--- config.mk ---
export PLATFORM = sky130hd
export DESIGN_NAME = aes_key_sched_ctrl_flat
export DESIGN_NICKNAME = d
export VERILOG_FILES = /design/src/rtl/aes_key_sched_ctrl_if.sv /design/src/rtl/aes_key_sched_ctrl.sv /design/src/flat_wrapper.sv
export SDC_FILE = /design/constraint.sdc
export NUM_CORES = 1
export LEC_CHECK = 0
export CORE_MARGIN = 10
export CORE_UTILIZATION = 47
export CTS_CLUSTER_SIZE = 24
export DETAILED_ROUTE_END_ITERATION = 6
export PLACE_DENSITY = 0.77
export SYNTH_ARGS = -nofsm -noshare
export SYNTH_HDL_FRONTEND = slang
export SYNTH_SLANG_ARGS = --single-unit
--- constraint.sdc ---
create_clock -name clk -period 1.6 [get_ports clk]
set_input_delay 0.4 -clock clk [delete_from_list [all_inputs] [get_ports clk]]
set_output_delay 0.4 -clock clk [all_outputs]
set_load 0.02 [all_outputs]
--- src/rtl/aes_key_sched_ctrl_if.sv ---
// Handshake bundle between the AES key-schedule sequencer and its neighbours:
// start/busy/done toward the top-level control FSM, kg_* toward the key-gen
// datapath, rk_* toward the cipher core consuming round keys.
interface aes_key_sched_ctrl_if;
   logic       start_i;
   logic       busy_o;
   logic       done_o;
   logic       kg_en_o;
   logic       kg_next_rnd_o;
   logic       kg_gen_key_o;
   logic [7:0] kg_rcon_o;
   logic       rk_valid_o;
   logic       rk_ready_i;
   logic [3:0] rk_idx_o;

   // Sequencer side
   modport master (
      input  start_i, rk_ready_i,
      output busy_o, done_o, kg_en_o, kg_next_rnd_o, kg_gen_key_o, kg_rcon_o,
             rk_valid_o, rk_idx_o
   );

   // Environment side (control FSM, datapath, key consumer)
   modport slave (
      output start_i, rk_ready_i,
      input  busy_o, done_o, kg_en_o, kg_next_rnd_o, kg_gen_key_o, kg_rcon_o,
             rk_valid_o, rk_idx_o
   );
endinterface

--- src/rtl/aes_key_sched_ctrl.sv ---
// AES-128 key-expansion sequencer. Steps the key-gen datapath through ROUNDS
// rounds (FETCH -> CALC -> PRESENT per round) and hands each round key to the
// consumer over valid/ready, freezing the datapath while the consumer stalls.
// Optional feature macro: AES_KS_ABORT_EN adds the abort_i cancel input.
module aes_key_sched_ctrl #(
   parameter int ROUNDS   = 10,
   parameter int PIPE_LAT = 2
) (
   input  logic                  clk,
   input  logic                  rst,
`ifdef AES_KS_ABORT_EN
   input  logic                  abort_i,
`endif
   aes_key_sched_ctrl_if.master  bus
);

   localparam int STG_W = (PIPE_LAT > 2) ? $clog2(PIPE_LAT) : 1;

   typedef enum logic [2:0] {
      S_IDLE,
      S_FETCH,
      S_CALC,
      S_PRESENT,
      S_DONE
   } state_t;

   state_t           state_q, state_d;
   logic [3:0]       round_q, round_d;
   logic [7:0]       rcon_q,  rcon_d;
   logic [STG_W-1:0] stage_q, stage_d;
   logic             abort_hit;

   // GF(2^8) doubling used to advance the round constant
   function automatic logic [7:0] xtime(input logic [7:0] r);
      return {r[6:0], 1'b0} ^ (r[7] ? 8'h1B : 8'h00);
   endfunction

`ifdef AES_KS_ABORT_EN
   assign abort_hit = abort_i && (state_q != S_IDLE);
`else
   assign abort_hit = 1'b0;
`endif

   // State, round counter, round constant and CALC stage counter registers
   always_ff @(posedge clk) begin
      if (rst) begin
         state_q <= S_IDLE;
         round_q <= 4'd0;
         rcon_q  <= 8'h01;
         stage_q <= '0;
      end else begin
         state_q <= state_d;
         round_q <= round_d;
         rcon_q  <= rcon_d;
         stage_q <= stage_d;
      end
   end

   // Next-state logic and Moore outputs decoded from the current state
   always_comb begin
      state_d           = state_q;
      round_d           = round_q;
      rcon_d            = rcon_q;
      stage_d           = stage_q;
      bus.busy_o        = 1'b0;
      bus.done_o        = 1'b0;
      bus.kg_en_o       = 1'b0;
      bus.kg_next_rnd_o = 1'b0;
      bus.kg_gen_key_o  = 1'b0;
      bus.kg_rcon_o     = 8'h00;
      bus.rk_valid_o    = 1'b0;
      bus.rk_idx_o      = 4'd0;

      case (state_q)
         S_IDLE: begin
            if (bus.start_i) begin
               state_d = S_FETCH;
               round_d = 4'd1;
               rcon_d  = 8'h01;
            end
         end
         S_FETCH: begin
            // Round 1 loads the cipher key; later rounds feed back key_o
            bus.busy_o        = 1'b1;
            bus.kg_en_o       = 1'b1;
            bus.kg_next_rnd_o = (round_q > 4'd1);
            stage_d           = '0;
            state_d           = S_CALC;
         end
         S_CALC: begin
            bus.busy_o       = 1'b1;
            bus.kg_en_o      = 1'b1;
            bus.kg_gen_key_o = 1'b1;
            bus.kg_rcon_o    = rcon_q;
            if (stage_q == STG_W'(PIPE_LAT - 2)) begin
               state_d = S_PRESENT;
            end else begin
               stage_d = stage_q + 1'b1;
            end
         end
         S_PRESENT: begin
            // Datapath stays disabled so key_o holds while the consumer stalls
            bus.busy_o     = 1'b1;
            bus.rk_valid_o = 1'b1;
            bus.rk_idx_o   = round_q;
            if (bus.rk_ready_i) begin
               if (round_q == 4'(ROUNDS)) begin
                  state_d = S_DONE;
               end else begin
                  round_d = round_q + 4'd1;
                  rcon_d  = xtime(rcon_q);
                  state_d = S_FETCH;
               end
            end
         end
         S_DONE: begin
            // start_i is deliberately not looked at here
            bus.done_o = 1'b1;
            state_d    = S_IDLE;
         end
         default: begin
            state_d = S_IDLE;
         end
      endcase

      // Cancel wins over everything, including a same-cycle key transfer
      if (abort_hit) begin
         state_d = S_IDLE;
      end
   end

endmodule

--- src/flat_wrapper.sv ---
// flat-port wrapper written by rule: the top's interface ports become plain ports
module aes_key_sched_ctrl_flat 
#(
   parameter int ROUNDS   = 10,
   parameter int PIPE_LAT = 2
)
  (clk, rst, bus_start_i, bus_rk_ready_i, bus_busy_o, bus_done_o, bus_kg_en_o, bus_kg_next_rnd_o, bus_kg_gen_key_o, bus_kg_rcon_o, bus_rk_valid_o, bus_rk_idx_o);
  aes_key_sched_ctrl_if bus_i ();
  input  logic clk;
  input  logic rst;
  input wire logic [$bits(bus_i.start_i)-1:0] bus_start_i;
  input wire logic [$bits(bus_i.rk_ready_i)-1:0] bus_rk_ready_i;
  output wire logic [$bits(bus_i.busy_o)-1:0] bus_busy_o;
  output wire logic [$bits(bus_i.done_o)-1:0] bus_done_o;
  output wire logic [$bits(bus_i.kg_en_o)-1:0] bus_kg_en_o;
  output wire logic [$bits(bus_i.kg_next_rnd_o)-1:0] bus_kg_next_rnd_o;
  output wire logic [$bits(bus_i.kg_gen_key_o)-1:0] bus_kg_gen_key_o;
  output wire logic [$bits(bus_i.kg_rcon_o)-1:0] bus_kg_rcon_o;
  output wire logic [$bits(bus_i.rk_valid_o)-1:0] bus_rk_valid_o;
  output wire logic [$bits(bus_i.rk_idx_o)-1:0] bus_rk_idx_o;
  assign bus_i.start_i = bus_start_i;
  assign bus_i.rk_ready_i = bus_rk_ready_i;
  assign bus_busy_o = bus_i.busy_o;
  assign bus_done_o = bus_i.done_o;
  assign bus_kg_en_o = bus_i.kg_en_o;
  assign bus_kg_next_rnd_o = bus_i.kg_next_rnd_o;
  assign bus_kg_gen_key_o = bus_i.kg_gen_key_o;
  assign bus_kg_rcon_o = bus_i.kg_rcon_o;
  assign bus_rk_valid_o = bus_i.rk_valid_o;
  assign bus_rk_idx_o = bus_i.rk_idx_o;
  aes_key_sched_ctrl #(.ROUNDS(ROUNDS), .PIPE_LAT(PIPE_LAT)) u_core (.clk(clk), .rst(rst), .bus(bus_i));
endmodule
==> flow_results.xml, run 1 <==
<?xml version="1.0" encoding="UTF-8"?>
<metrics>
  <group name="run_status">
    <metric name="status" unit="">finished, violations left</metric>
    <metric name="failed_checks" unit="">negative setup slack</metric>
  </group>
  <group name="timing">
    <metric name="timing.final.hold_violations" unit="">0</metric>
    <metric name="finalWorstPathRequiredPeriod" unit="ns">1.71</metric>
    <metric name="report.final.setup_viol" unit="">11</metric>
    <metric name="rsz0062_at_grt" unit="">yes</metric>
    <metric name="timing_max_transition_violations_final" unit="">0</metric>
    <metric name="post-route-worst-setup-slack" unit="ns">-0.113</metric>
    <metric name="layout_worst_path_cycle_share" unit="%">107</metric>
    <metric name="timing.hold.ws" unit="ns">0.504</metric>
    <metric name="maxClockFrequency" unit="GHz">0.584</metric>
    <metric name="worst_pin_slew" unit="ns">0.335</metric>
    <metric name="maxSlewHeadroom" unit="%">77.6</metric>
    <metric name="finalClockSkew" unit="ns">0.00324</metric>
  </group>
  <group name="place">
    <metric name="numPlacedInstances" unit="">151</metric>
    <metric name="detailed_place_hpwl" unit="µm">1710</metric>
    <metric name="port-buffer-count" unit="">21</metric>
    <metric name="final_weighted_congestion_in_routability_driven_placement" unit="">0.870</metric>
  </group>
  <group name="clock_network">
    <metric name="ctsLongestPathBuffers" unit="">2</metric>
    <metric name="tritoncts" unit="">yes</metric>
    <metric name="tritoncts_num_sinks" unit="">15</metric>
    <metric name="cts.reportedPaths.clkPinSlew" unit="ns">0.08</metric>
    <metric name="insertion_delay" unit="ns">0.29</metric>
    <metric name="numCtsBuffers" unit="">3</metric>
    <metric name="ctsHoldBuffers" unit="">0</metric>
    <metric name="root_buffer" unit="">clkbuf_4</metric>
    <metric name="htree_num_levels" unit="">1</metric>
  </group>
  <group name="critical_path">
    <metric name="critical_path.startpoint_type" unit="">register</metric>
    <metric name="cp_cell_sequence" unit="">inv_2, ha_2, nor2_1, o311a_1, buf_6</metric>
    <metric name="cp_slowest_stage_delay" unit="ns">0.33</metric>
    <metric name="critical_path_peak_fanout" unit="">3</metric>
    <metric name="r2r_setup_slack" unit="ns">0.07</metric>
    <metric name="crit_path_category" unit="">reg -&gt; out</metric>
    <metric name="cpMaxStageDelayCell" unit="">dfxtp_2</metric>
    <metric name="cp_data_required_time" unit="ns">1.20</metric>
    <metric name="r2r_end" unit="">u_core.rcon_q[7]</metric>
    <metric name="reg2reg_depth" unit="">7</metric>
    <metric name="regToRegStartpoint" unit="">u_core.round_q[1]</metric>
    <metric name="cp.arrival" unit="ns">1.31</metric>
    <metric name="critPathCaptureType" unit="">primary output</metric>
  </group>
  <group name="synthesis">
    <metric name="area_contributors_post_synth" unit="">dfxtp_1 (35%), a22o_1 (8.2%), and2_1 (7.3%)</metric>
    <metric name="yosysWarningCount" unit="">0</metric>
    <metric name="yosysMostFrequentCell" unit="">dfxtp_1</metric>
    <metric name="netlist_instances" unit="">89</metric>
    <metric name="synth_top_flop_cell" unit="">dfxtp_1</metric>
    <metric name="synth_cell_types" unit="">33</metric>
    <metric name="nets_in_the_synthesized_netlist" unit="">97</metric>
    <metric name="synth.avg_cell_area" unit="µm²">9.64</metric>
    <metric name="ys_seq_area_share" unit="%">35.0</metric>
    <metric name="netlist_area" unit="µm²">858</metric>
    <metric name="post-synth-top-area-fraction" unit="%">35.0</metric>
    <metric name="postSynth.asyncResetShare" unit="%">0</metric>
    <metric name="synthTopCellsByCount" unit="">dfxtp_1 (15), and2_1 (10), a22o_1 (8), nor2_1 (8), inv_1 (6)</metric>
    <metric name="synth-edff-count" unit="">0</metric>
    <metric name="ys_seq_elements" unit="">15</metric>
    <metric name="synthDominantAreaCellType" unit="">dfxtp_1</metric>
  </group>
  <group name="global_route">
    <metric name="grt_max_degree" unit="">12</metric>
    <metric name="grt_pass1_wl" unit="µm">3860</metric>
    <metric name="grt_overflow" unit="">0</metric>
    <metric name="number_of_antenna_violations_at_the_first_check_in_global_routing" unit="">0</metric>
    <metric name="gr-usage-all-layers" unit="%">12.0</metric>
    <metric name="first_global_vias" unit="">780</metric>
  </group>
  <group name="hold_path">
    <metric name="timing.hold.worst.start" unit="">u_core.rcon_q[0]</metric>
    <metric name="hold_path_class" unit="">reg -&gt; reg</metric>
    <metric name="min_to" unit="">u_core.rcon_q[0]</metric>
    <metric name="worstHoldPathCells" unit="">2</metric>
  </group>
  <group name="job">
    <metric name="maxCapViolCount" unit="">0</metric>
  </group>
  <group name="power_and_ir_drop">
    <metric name="power_density" unit="nW/µm²">613</metric>
    <metric name="cellLeakagePower" unit="µW">0.000653</metric>
    <metric name="peakVddDrop" unit="V">0.000601</metric>
  </group>
  <group name="finish">
    <metric name="fin_nets" unit="">144</metric>
    <metric name="layout-drive-gt1-share" unit="%">53.3</metric>
    <metric name="nFillCells" unit="">124</metric>
    <metric name="antenna_cells" unit="">0</metric>
    <metric name="final_cell_count_without_fillers" unit="">160</metric>
    <metric name="area_growth_syn_to_layout" unit="%">58.0</metric>
  </group>
  <group name="floorplan">
    <metric name="initial_utilization" unit="%">49.7</metric>
    <metric name="die-height" unit="µm">62.7</metric>
    <metric name="rows" unit="">15</metric>
    <metric name="dieArea" unit="µm²">3940</metric>
    <metric name="ios" unit="">22</metric>
    <metric name="core_ar" unit="µm²">1730</metric>
    <metric name="dieWidth" unit="µm">62.7</metric>
  </group>
  <group name="routing">
    <metric name="viasPerCell" unit="">4.96</metric>
    <metric name="detail_route.wirelength" unit="µm">2390</metric>
    <metric name="routedWlPerCell" unit="µm">14.9</metric>
    <metric name="first_pass_iters" unit="">4</metric>
    <metric name="route.detailed.drc" unit="">0</metric>
    <metric name="vias" unit="">793</metric>
    <metric name="final_antenna_net_count" unit="">0</metric>
    <metric name="dr.first_iter.drc_count" unit="">16</metric>
  </group>
</metrics>
logic make-up (layout without fill, tap and decap cells):
group,count (synthesis),after routing,share of synthesized area [%]
xor gates and xnor gates,4,4,4.08
buffers and inverters,12,58,7.87
adders and majority gates,4,4,5.83
AOI/OAI and AO/OA,18,18,16.9
and+or+nand+nor,36,36,30.3
DFF,15,15,35.0
cells in the final DEF, fill, tap and decap left out, types with 3 or more instances in the layout:
cell	count
a22o_1	8
and2_1	8
buf_4	33
buf_6	10
clkbuf_4	3
clkdlybuf4s50_1	3
dfxtp_1	10
dfxtp_2	4
inv_1	3
inv_2	3
nor2_1	5
o21ai_1	3
xor2_1	3
metrics by stage:
stage | instance area [µm²] | utilization (%) | total power [µW] | setup WS [ns] | setup TNS (ns)
final | 1360 | 78.6 | 831 | -0.113 | -0.777
after global placement | 1230 | 71.0 | 577 | -0.264 | -5.39
after floorplan | 865 | - | 502 | 0.0397 | 0
after detailed placement | 1230 | 71.0 | 581 | -0.302 | -6.02
after CTS | 1250 | 72.7 | 810 | -0.112 | -0.795
after global routing | 1360 | 78.6 | 874 | -0.165 | -1.78
per-layer routing:
| metal | GRT usage, % | routed length, µm | vias to the layer above |
|---|---|---|---|
| met5 | 0 | 0 | - |
| met4 | 3.35 | 56 | 0 |
| met1 | 14.7 | 1040 | 368 |
| li1 | - | - | 404 |
| met3 | 3.94 | 102 | 6 |
| met2 | 19.4 | 1190 | 15 |
worst max path at each step:
stage,startpoint,to,slack [ns]
detailed placement,u_core.state_q[1],bus_kg_rcon_o[0],-0.30
global route,u_core.round_q[0],bus_kg_next_rnd_o,-0.16
floorplan,u_core.state_q[2],bus_rk_idx_o[2],0.04
global placement,u_core.state_q[0],bus_kg_rcon_o[4],-0.26
finish,u_core.round_q[1],bus_kg_next_rnd_o,-0.11
CTS,u_core.round_q[0],bus_kg_next_rnd_o,-0.11
timing repair:
item / CTS / global route
gates cloned: 0 / 1
pin swaps: 1 / 3
endpoints found under the setup margin: 18 / 19
resized for setup: 103 / 21
setup buffers: 2 / 2
registers in the layout, indices dropped and copies added, names as in the netlist:
signal,count
u_core.state_q,3
u_core.round_q,4
u_core.rcon_q,8
final cells by class:
type                    count  area, µm²  share of cell area (%)
well taps                  25       31.3                    2.31
flip-flops and latches     15        309                    22.8
multi-input cells          62        567                    41.8
inverters                   6       22.5                    1.66
clock buffers               4       26.3                    1.94
repair buffers             48        400                    29.5
report_power, final:
group / leakage (µW) / switching (µW) / total [µW] / internal [µW]
clock network: 0.0000150 / 123 / 221 / 97.2
logic: 0.000514 / 108 / 218 / 110
registers: 0.000124 / 11.1 / 393 / 382
critical path: cells and delay by family, from the launching register on:
kind                       cells  cell delay (ns)
DFF                            1             0.33
AOI/OAI and AO/OA              1             0.29
buffers and inverters          2             0.19
adders and majority gates      1             0.16
and+or+nand+nor                1             0.05
(Power assumes the default switching activity.)
==> inputs of run 2 (changes only) <==
--- a/config.mk
+++ b/config.mk
@@ -7,9 +7,11 @@
 export LEC_CHECK = 0
 export CORE_MARGIN = 10
 export CORE_UTILIZATION = 47
+export CTS_CLUSTER_DIAMETER = 120
 export CTS_CLUSTER_SIZE = 24
 export DETAILED_ROUTE_END_ITERATION = 6
 export PLACE_DENSITY = 0.77
+export SETUP_SLACK_MARGIN = 0.05
 export SYNTH_ARGS = -nofsm -noshare
 export SYNTH_HDL_FRONTEND = slang
 export SYNTH_SLANG_ARGS = --single-unit
==> run 2 against run 1 <==
  * The flow still finishes with violations (negative setup slack)
  * Sequential cell count unchanged
  * Clock skew about the same
  * Sequential share of layout area down 2.4 points
  * Wire length up 33%
  * Largest cell class unchanged
  * Register-to-register slack worse by 0.06 ns
  * Via count up 14%
  * Setup slack worse by 0.048 ns
  * Combinational power up 30%
  * Sequential power about the same
  * Clock power up 5%
  * Global-route usage up 1.0 points
==> flow_results.xml, run 2 (synthesis gave the netlist of run 1 again) <==
<?xml version="1.0" encoding="UTF-8"?>
<metrics>
  <group name="critical_path">
    <metric name="critPathCaptureType" unit="">primary output</metric>
    <metric name="cpMaxStageDelayCell" unit="">dfxtp_4</metric>
    <metric name="critical_path.startpoint_type" unit="">register</metric>
    <metric name="cp.arrival" unit="ns">1.36</metric>
    <metric name="critical_path_peak_fanout" unit="">5</metric>
    <metric name="cp_data_required_time" unit="ns">1.20</metric>
    <metric name="cp_slowest_stage_delay" unit="ns">0.38</metric>
    <metric name="crit_path_category" unit="">reg -&gt; out</metric>
    <metric name="cp_cell_sequence" unit="">nand3b_1, inv_2, and2_2, buf_6</metric>
  </group>
  <group name="place">
    <metric name="detailed_place_hpwl" unit="µm">1740</metric>
    <metric name="placement.setup.worst_slack" unit="ns">-0.317</metric>
    <metric name="port-buffer-count" unit="">21</metric>
    <metric name="numPlacedInstances" unit="">151</metric>
    <metric name="final_weighted_congestion_in_routability_driven_placement" unit="">0.805</metric>
  </group>
  <group name="floorplan">
    <metric name="ios" unit="">22</metric>
    <metric name="core_ar" unit="µm²">1730</metric>
    <metric name="dieArea" unit="µm²">3940</metric>
    <metric name="dieWidth" unit="µm">62.7</metric>
    <metric name="rows" unit="">15</metric>
    <metric name="initial_utilization" unit="%">49.7</metric>
    <metric name="die-height" unit="µm">62.7</metric>
  </group>
  <group name="timing">
    <metric name="timing.hold.ws" unit="ns">0.523</metric>
    <metric name="rsz0062_at_grt" unit="">yes</metric>
    <metric name="maxClockFrequency" unit="GHz">0.568</metric>
    <metric name="report.final.setup_viol" unit="">18</metric>
    <metric name="finalClockSkew" unit="ns">0.00341</metric>
    <metric name="timing_max_transition_violations_final" unit="">0</metric>
    <metric name="finalWorstPathRequiredPeriod" unit="ns">1.76</metric>
    <metric name="timing.final.hold_violations" unit="">0</metric>
    <metric name="maxSlewHeadroom" unit="%">73.7</metric>
    <metric name="post-route-worst-setup-slack" unit="ns">-0.162</metric>
    <metric name="worst_pin_slew" unit="ns">0.393</metric>
    <metric name="layout_worst_path_cycle_share" unit="%">110</metric>
  </group>
  <group name="routing">
    <metric name="routedWlPerCell" unit="µm">18.7</metric>
    <metric name="vias" unit="">902</metric>
    <metric name="detail_route.wirelength" unit="µm">3170</metric>
    <metric name="met3RoutedLength" unit="µm">126</metric>
    <metric name="final_antenna_net_count" unit="">0</metric>
    <metric name="top_layer" unit="">met4</metric>
    <metric name="route.detailed.drc" unit="">0</metric>
    <metric name="first_pass_iters" unit="">5</metric>
    <metric name="dr.first_iter.drc_count" unit="">21</metric>
    <metric name="viasPerCell" unit="">5.34</metric>
    <metric name="detailed_route_wire_length_on_metal_1" unit="µm">1370</metric>
    <metric name="wl_met2" unit="µm">1610</metric>
  </group>
  <group name="clock_network">
    <metric name="cts.reportedPaths.clkPinSlew" unit="ns">0.10</metric>
    <metric name="root_buffer" unit="">clkbuf_4</metric>
    <metric name="ctsLongestPathBuffers" unit="">2</metric>
    <metric name="insertion_delay" unit="ns">0.29</metric>
    <metric name="numCtsBuffers" unit="">3</metric>
    <metric name="tritoncts" unit="">yes</metric>
    <metric name="tritoncts_num_sinks" unit="">15</metric>
    <metric name="htree_num_levels" unit="">1</metric>
    <metric name="ctsHoldBuffers" unit="">0</metric>
  </group>
  <group name="global_route">
    <metric name="number_of_antenna_violations_at_the_first_check_in_global_routing" unit="">0</metric>
    <metric name="grt_pass1_wl" unit="µm">4280</metric>
    <metric name="first_global_vias" unit="">859</metric>
    <metric name="gr-usage-all-layers" unit="%">13.0</metric>
    <metric name="grt_overflow" unit="">0</metric>
    <metric name="grt_max_degree" unit="">12</metric>
  </group>
  <group name="finish">
    <metric name="final_cell_count_without_fillers" unit="">169</metric>
    <metric name="layout.cells.most_common_list" unit="">buf_4 (30), buf_6 (22), dfxtp_1 (10)</metric>
    <metric name="largest_reg_flops" unit="">8</metric>
    <metric name="layout-drive-gt1-share" unit="%">66.0</metric>
    <metric name="antenna_cells" unit="">0</metric>
    <metric name="largestRegisters" unit="">u_core.rcon_q (8), u_core.round_q (4), u_core.state_q (3)</metric>
    <metric name="layout.cells.most_common" unit="">buf_4</metric>
    <metric name="post-route-util" unit="%">90.1</metric>
    <metric name="area_growth_syn_to_layout" unit="%">81.3</metric>
    <metric name="registers.top_by_ff_count" unit="">u_core.rcon_q</metric>
    <metric name="fin_nets" unit="">153</metric>
  </group>
  <group name="job">
    <metric name="maxCapViolCount" unit="">0</metric>
  </group>
  <group name="run_status">
    <metric name="status" unit="">finished, violations left</metric>
    <metric name="failed_checks" unit="">negative setup slack</metric>
  </group>
  <group name="power_and_ir_drop">
    <metric name="cellLeakagePower" unit="µW">0.000729</metric>
    <metric name="power_density" unit="nW/µm²">585</metric>
    <metric name="peakVddDrop" unit="V">0.000486</metric>
  </group>
  <group name="hold_path">
    <metric name="hold_path_class" unit="">reg -&gt; reg</metric>
  </group>
</metrics>
run 2: final cells by class:
cell class	instances	area, µm²
sequential	15	317
timing repair buffer	57	538
fill	80	170
multi-input combinational	62	618
tap	25	31.3
clock buffer	3	22.5
clock inverter	1	5.00
inverter	6	25.0
run 2: worst paths after layout:
kind / start / to / slack (ns) / cells past startpoint
setup / recovery: u_core.state_q[2] / bus_rk_idx_o[3] / -0.16 / 4
hold / removal: u_core.rcon_q[1] / u_core.rcon_q[2] / 0.52 / 1
setup reg to reg: u_core.state_q[0] / u_core.round_q[3] / 0.01 / 7
hold reg to reg: u_core.rcon_q[1] / u_core.rcon_q[2] / 0.52 / 1
run 2: what timing repair did:
item                       4_1_cts  5_1_grt
pin swaps                        2       19
gates cloned                     0        1
buffers inserted                 3       11
setup endpoints to repair       18       30
resized for setup              125       34
run 2: where the power goes:
part           leakage (µW)  switching [µW]  internal, µW
clock network     0.0000177             138          93.0
logic              0.000586             132           152
registers          0.000125            15.2           381
run 2: metal layers:
metal | global-route usage, % | up-vias
met5 | 0 | -
met4 | 5.03 | 0
met3 | 3.58 | 6
met2 | 21.2 | 30
met1 | 15.7 | 446
li1 | - | 420
run 2: critical path: cells and delay by family, from the launching register on:
family                 cells  cell delay, ns
AND/OR/NAND/NOR            2            0.45
flip-flops                 1            0.38
buffers and inverters      2            0.24
run 2: through the flow:
step	total power (µW)	area, µm²	TNS, ns
CTS	820	1340	-0.978
floorplan	502	867	0
detailed placement	583	1230	-6.68
global route	950	1560	-3.02
global placement	577	1230	-5.61
finish	911	1560	-2.00
